### config.mk
export PLATFORM = sky130hd
export DESIGN_NAME = writeback_stage
export DESIGN_NICKNAME = d
export VERILOG_FILES = /design/src/rtl/writeback_stage.sv
export SDC_FILE = /design/constraint.sdc
export NUM_CORES = 1
export LEC_CHECK = 0
export BUFFER_PORTS_ARGS = -buffer_cell sky130_fd_sc_hd__buf_2
export CORE_MARGIN = 8
export CORE_UTILIZATION = 55
export DETAILED_ROUTE_END_ITERATION = 10
export GPL_TIMING_DRIVEN = 0
export PLACE_DENSITY = 0.83
export SETUP_SLACK_MARGIN = 0.05
export SLEW_MARGIN = 20
export SYNTH_ARGS = -nofsm -noshare
export SYNTH_HDL_FRONTEND = slang
export SYNTH_SLANG_ARGS = --single-unit
### constraint.sdc
create_clock -name clk -period 4.73 [get_ports clk]
set_clock_uncertainty 0.05 [all_clocks]
set_input_delay 0 -clock clk [delete_from_list [all_inputs] [get_ports clk]]
set_output_delay 0 -clock clk [all_outputs]
set_load 0.02 [all_outputs]
### src/rtl/writeback_stage.sv
// ---------------------------------------------------------------------------
// writeback_stage
//
// Final pipeline stage. It registers the MEM-stage instruction and produces
// the register-file write port: enable, address and data. The data mux picks
// the ALU result, the load result or the link address (PC+8). Load results
// are extracted little-endian and sign- or zero-extended according to the
// load type.
//
// Parameters
//   DATA_W  datapath width in bits (multiple of 16, minimum 32)
//   REG_AW  register-file address width
//
// Ports
//   clk, rst_n              clock, asynchronous active-low reset
//   StallW                  hold every stage register
//   FlushW                  clear ValidW/RegWriteW of the incoming instruction
//   ValidM, RegWriteM       instruction is real / writes the register file
//   ResultSrcM[1:0]         00 ALU, 01 memory, 10 link, 11 ALU
//   LoadTypeM[2:0]          000 LW, 001 LH, 010 LHU, 011 LB, 100 LBU, else LW
//   ByteOffM[1:0]           low address bits of the load
//   ALUOutM, ReadDataM,
//   PCPlus8M                candidate result values
//   WriteRegM               destination register
//   ValidW, RegWriteW,
//   WriteRegW, ResultW      register-file write port (WriteRegW also feeds
//                           the hazard unit)
//
// Optional feature (macro WB_HOLD_BYPASS_EN)
//   HoldValidW, HoldRegW,
//   HoldResultW             previous cycle's write-port values, kept for
//                           decode-stage forwarding
// ---------------------------------------------------------------------------
module writeback_stage #(
   parameter int DATA_W = 32,
   parameter int REG_AW = 5
) (
   input  logic              clk,
   input  logic              rst_n,
   input  logic              StallW,
   input  logic              FlushW,
   input  logic              ValidM,
   input  logic              RegWriteM,
   input  logic [1:0]        ResultSrcM,
   input  logic [2:0]        LoadTypeM,
   input  logic [1:0]        ByteOffM,
   input  logic [DATA_W-1:0] ALUOutM,
   input  logic [DATA_W-1:0] ReadDataM,
   input  logic [DATA_W-1:0] PCPlus8M,
   input  logic [REG_AW-1:0] WriteRegM,
   output logic              ValidW,
   output logic              RegWriteW,
   output logic [REG_AW-1:0] WriteRegW,
   output logic [DATA_W-1:0] ResultW
`ifdef WB_HOLD_BYPASS_EN
   ,
   output logic              HoldValidW,
   output logic [REG_AW-1:0] HoldRegW,
   output logic [DATA_W-1:0] HoldResultW
`endif
);

   localparam logic [1:0] SRC_MEM  = 2'b01;
   localparam logic [1:0] SRC_LINK = 2'b10;

   localparam logic [2:0] LT_LH  = 3'b001;
   localparam logic [2:0] LT_LHU = 3'b010;
   localparam logic [2:0] LT_LB  = 3'b011;
   localparam logic [2:0] LT_LBU = 3'b100;

   logic              valid_r;
   logic              regwrite_r;
   logic [1:0]        resultsrc_r;
   logic [2:0]        loadtype_r;
   logic [1:0]        byteoff_r;
   logic [DATA_W-1:0] aluout_r;
   logic [DATA_W-1:0] readdata_r;
   logic [DATA_W-1:0] pcplus8_r;
   logic [REG_AW-1:0] writereg_r;

   logic [15:0]       half_sel;
   logic [7:0]        byte_sel;
   logic [DATA_W-1:0] load_data;

   // NOTE: sequential state uses non-blocking assignments so every register
   // samples the pre-edge values of the others, independent of statement order.
   always_ff @(posedge clk or negedge rst_n) begin
      if (!rst_n) begin
         valid_r     <= 1'b0;
         regwrite_r  <= 1'b0;
         resultsrc_r <= '0;
         loadtype_r  <= '0;
         byteoff_r   <= '0;
         aluout_r    <= '0;
         readdata_r  <= '0;
         pcplus8_r   <= '0;
         writereg_r  <= '0;
      end else begin
         // Flush only kills the enables; it wins over stall.
         if (FlushW) begin
            valid_r    <= 1'b0;
            regwrite_r <= 1'b0;
         end else if (!StallW) begin
            valid_r    <= ValidM;
            regwrite_r <= RegWriteM;
         end
         // Data fields follow the stall alone, so ResultW/WriteRegW keep the
         // last captured values while the enables are low.
         if (!StallW) begin
            resultsrc_r <= ResultSrcM;
            loadtype_r  <= LoadTypeM;
            byteoff_r   <= ByteOffM;
            aluout_r    <= ALUOutM;
            readdata_r  <= ReadDataM;
            pcplus8_r   <= PCPlus8M;
            writereg_r  <= WriteRegM;
         end
      end
   end

   // NOTE: every variable gets a default at the top of the always_comb so no
   // path through the case statements can leave it unassigned (no latches).
   always_comb begin
      half_sel  = readdata_r[{byteoff_r[1], 4'b0000} +: 16];
      byte_sel  = readdata_r[{byteoff_r, 3'b000} +: 8];
      load_data = readdata_r;
      unique case (loadtype_r)
         LT_LH:   load_data = {{(DATA_W-16){half_sel[15]}}, half_sel};
         LT_LHU:  load_data = {{(DATA_W-16){1'b0}}, half_sel};
         LT_LB:   load_data = {{(DATA_W-8){byte_sel[7]}}, byte_sel};
         LT_LBU:  load_data = {{(DATA_W-8){1'b0}}, byte_sel};
         default: load_data = readdata_r;
      endcase
   end

   always_comb begin
      ResultW = aluout_r;
      unique case (resultsrc_r)
         SRC_MEM:  ResultW = load_data;
         SRC_LINK: ResultW = pcplus8_r;
         default:  ResultW = aluout_r;
      endcase
   end

   assign ValidW    = valid_r;
   assign WriteRegW = writereg_r;
   // Register 0 is hard-wired zero, so a write to it is never issued.
   assign RegWriteW = regwrite_r & valid_r & (writereg_r != '0);

`ifdef WB_HOLD_BYPASS_EN
   // One-deep history of the write port, so decode can still forward a value
   // whose register-file write happened on the previous edge.
   always_ff @(posedge clk or negedge rst_n) begin
      if (!rst_n) begin
         HoldValidW  <= 1'b0;
         HoldRegW    <= '0;
         HoldResultW <= '0;
      end else if (!StallW) begin
         HoldValidW  <= RegWriteW;
         HoldRegW    <= WriteRegW;
         HoldResultW <= ResultW;
      end
   end
`endif

endmodule

==> flow_metrics.tcl <==
set metrics [dict create \
    status "finished clean" \
    clock-sinks 110 \
    drc 0 \
    synth_top_family_by_area "multiplexers" \
    synth_nets 593 \
    initial_core_util_pct 56.2 \
    grt_use_total_pct 28.6 \
    min_period_ns 2.79 \
    first_iter_violations 496 \
    cp_slowest_cell "clkbuf_1" \
    r2r_cells 2 \
    ys_warn_count 0 \
    antenna_found_initial 2 \
    vias_per_cell 5.91 \
    dpl_worst_slack_ns 2.44 \
    die_h_um 118 \
    place_congestion 0.923 \
    cts_tree "done" \
    muxShareOfSynthArea_pct 27.3 \
    maxSlewHeadroom_pct 55.7 \
    max-vdd-ir-drop_v 0.000188 \
    numCtsBuffers 9 \
    slowest_delay_ns 0.51 \
    synth_compound_area_share_pct 14.5 \
    cts.clk_slew.worst_paths_ns 0.11 \
    dr_total_vias 5291 \
    synth-simple-area-share_pct 5.05 \
    crit_required_ns 4.68 \
    ys_async_sr_fraction_pct 100 \
    postLayoutCellArea_um2 8030 \
    grt_pass1_wl_um 31500 \
    place_area_um2 6710 \
    finalNetCount 868 \
    dr.pass1.iters 5 \
    crit_family "buffers and inverters" \
    ys_ff_latch 110 \
    grt_max_degree 64 \
    fin_ws_ns 1.94 \
    cts_resized 0 \
    yosysSeqAreaShare_pct 47.9 \
    maxCapViolCount 0 \
    rows 37 \
    p_per_area_nw_per_um2 316 \
    timing.rr.start "byteoff_r[0]$_DFFE_PN0N_" \
    num_io_pins 153 \
    drive_above_1_share_pct 43.6 \
    worstSetupPathType "register to output pin" \
    port_buffers 151 \
    yosysTopAreaCell "dfrtp_1" \
    dp_hpwl_um 13000 \
    synth_area_um2 5750 \
    wl_per_cell_um 22.6 \
    arrival_ns 2.74 \
    synth_xor_area_share_pct 0.631 \
    setup_viol 0 \
    dieArea_um2 14000 \
    cp_common_cell "buf_2" \
    fin_tns_setup_ns 0 \
    hp-class "input port to async pin" \
    crit_path_end "ResultW[9]" \
    root_buffer "clkbuf_8" \
    rsz0062_at_grt "false" \
    die_width_um 118 \
    hold_ws_ns 0.0660 \
    utilization_pct 78.5 \
    worstSetupStartpointType "register" \
    fmax_mhz 359 \
    grt_pass1_vias 5755 \
    drt-total-wl_um 20200 \
    hold_violations 0 \
    core_area_um2 10200 \
    ys.flop_type "dfrtp_1" \
    path_depth 8 \
    p_leak_nw 3.62 \
    crit_fanout 10 \
    yosysTopAreaCellShare_pct 47.9 \
    report.final.slew_viol_count 0 \
    synth_edf_count 0 \
    tightestPinTransition_ns 0.664 \
    cp_num_buf_inv 4 \
    area_growth_pct 39.6 \
    htreeDepth 3 \
    timing.rr.end "byteoff_r[0]$_DFFE_PN0N_" \
    yosys.area_share.adder_pct 0.435 \
    worstSkewPairLatency_ns 0.38 \
    clockBufferDepth 2 \
    rrSetupSlack_ns 3.32 \
    end_kind "output pin" \
    overflow 0 \
    synth.top_cells.by_area "dfrtp_1 (48%), mux2_2 (23%), mux2i_1 (4.4%), a22oi_1 (4.0%), nor2_1 (2.3%)" \
    synthCells 477 \
    synth.distinct_cells 42 \
    ant_nets 0 \
    avgSynthCellArea_um2 12.1 \
    crit_chain "inv_1 > ha_1 > buf_2 > nor2b_1 > clkbuf_1 > a22oi_1 > o21ai_1 > buf_2" \
    cp-startpoint "resultsrc_r[0]$_DFFE_PN0N_" \
    fill_cells 616 \
    period_share_pct 58.9 \
]
[repair_timing]
action | in CTS | in global routing
hold endpoints to repair | 220 | 0
hold buffers | 112 | 0
setup buffers | 0 | 0
[power breakdown]
group,total [W],internal [W],leakage (nW),switching [W]
registers,0.00112,0.00103,1.29,0.0000880
logic,0.000837,0.000375,2.24,0.000462
clock network,0.000576,0.000225,0.0886,0.000351
total,0.00253,0.00163,3.62,0.000901
[synthesized netlist by cell type, drive strengths merged, types with 2 or more instances]
cell type	n
a22oi	31
ha	2
a21oi	26
mux2	117
nand3	11
clkbuf	9
or2	3
nand2	2
o21ai	39
inv	3
buf	29
o2bb2ai	7
o221ai	8
nand2b	5
or3	2
nor2	35
dfrtp	110
mux2i	25
[registers in the layout, indices dropped and copies added (netlist names)]
register / count
loadtype_r: 3
byteoff_r: 2
ValidW: 1
regwrite_r: 1
WriteRegW: 5
aluout_r: 32
pcplus8_r: 32
resultsrc_r: 2
readdata_r: 32
[cell type report]
class | count | area, um^2 | share of cell area [%]
antenna | 2 | 5.00 | 0.0624
multi-input combinational | 325 | 2750 | 34.3
clock inverter | 5 | 40.0 | 0.499
tap | 136 | 170 | 2.12
clock buffer | 11 | 151 | 1.89
inverter | 4 | 15.0 | 0.187
sequential | 110 | 2750 | 34.3
buffer | 38 | 228 | 2.84
timing repair buffer | 264 | 1910 | 23.8
[logic make-up after synthesis]
family,Yosys count
muxes,142
AOI/OAI and AO/OA,117
DFF,110
and+or+nand+nor,62
buffers and inverters,42
xor gates and xnor gates,2
adders and majority gates,2
[worst reg2reg max path: cells and delay by family (launching register included)]
family	cells	cell delay [ns]
buffers and inverters	1	0.55
DFF	1	0.49
muxes	1	0.27
[how the worst min path moves through the flow]
stage / to / cells after the start
after floorplan: ValidW$_DFFE_PN0P_ / 0
after global placement: ValidW$_DFFE_PN0P_ / 2
after detailed placement: regwrite_r$_DFFE_PN0P_ / 1
after CTS: aluout_r[31]$_DFFE_PN0N_ / 2
after global routing: aluout_r[31]$_DFFE_PN0N_ / 2
final: pcplus8_r[23]$_DFFE_PN0N_ / 2
[per-stage QoR]
stage	std cells	total power [W]
5_1_grt	895	0.00262
2_1_floorplan	477	0.00159
3_5_place_dp	765	0.00187
3_3_place_gp	764	0.00184
4_1_cts	893	0.00248
6_report	895	0.00253
[metal layers]
layer | up-vias | global-route usage [%] | share of wire (%)
li1 | 2302 | - | -
met1 | 2577 | 32.4 | 37
met3 | 77 | 7.09 | 8.7
met2 | 335 | 49.1 | 50
met4 | 0 | 15.1 | 4.9
met5 | - | 0 | 0
[layout by cell type, fill, tap and decap left out, types with 5 or more instances in the layout]
cell type,n
mux2_2,116
dlygate4sd3_1,112
o21ai_2,10
buf_2,166
o21ai_1,21
nor2_1,35
dfrtp_1,110
a21oi_1,24
clkbuf_1,9
o21ai_0,8
mux2i_1,25
buf_6,5
clkbuf_8,11
o221ai_1,7
nand3_1,11
buf_4,5
a22oi_1,31
nand2b_1,5
o2bb2ai_1,7
Power figures use the tool's default switching activity.
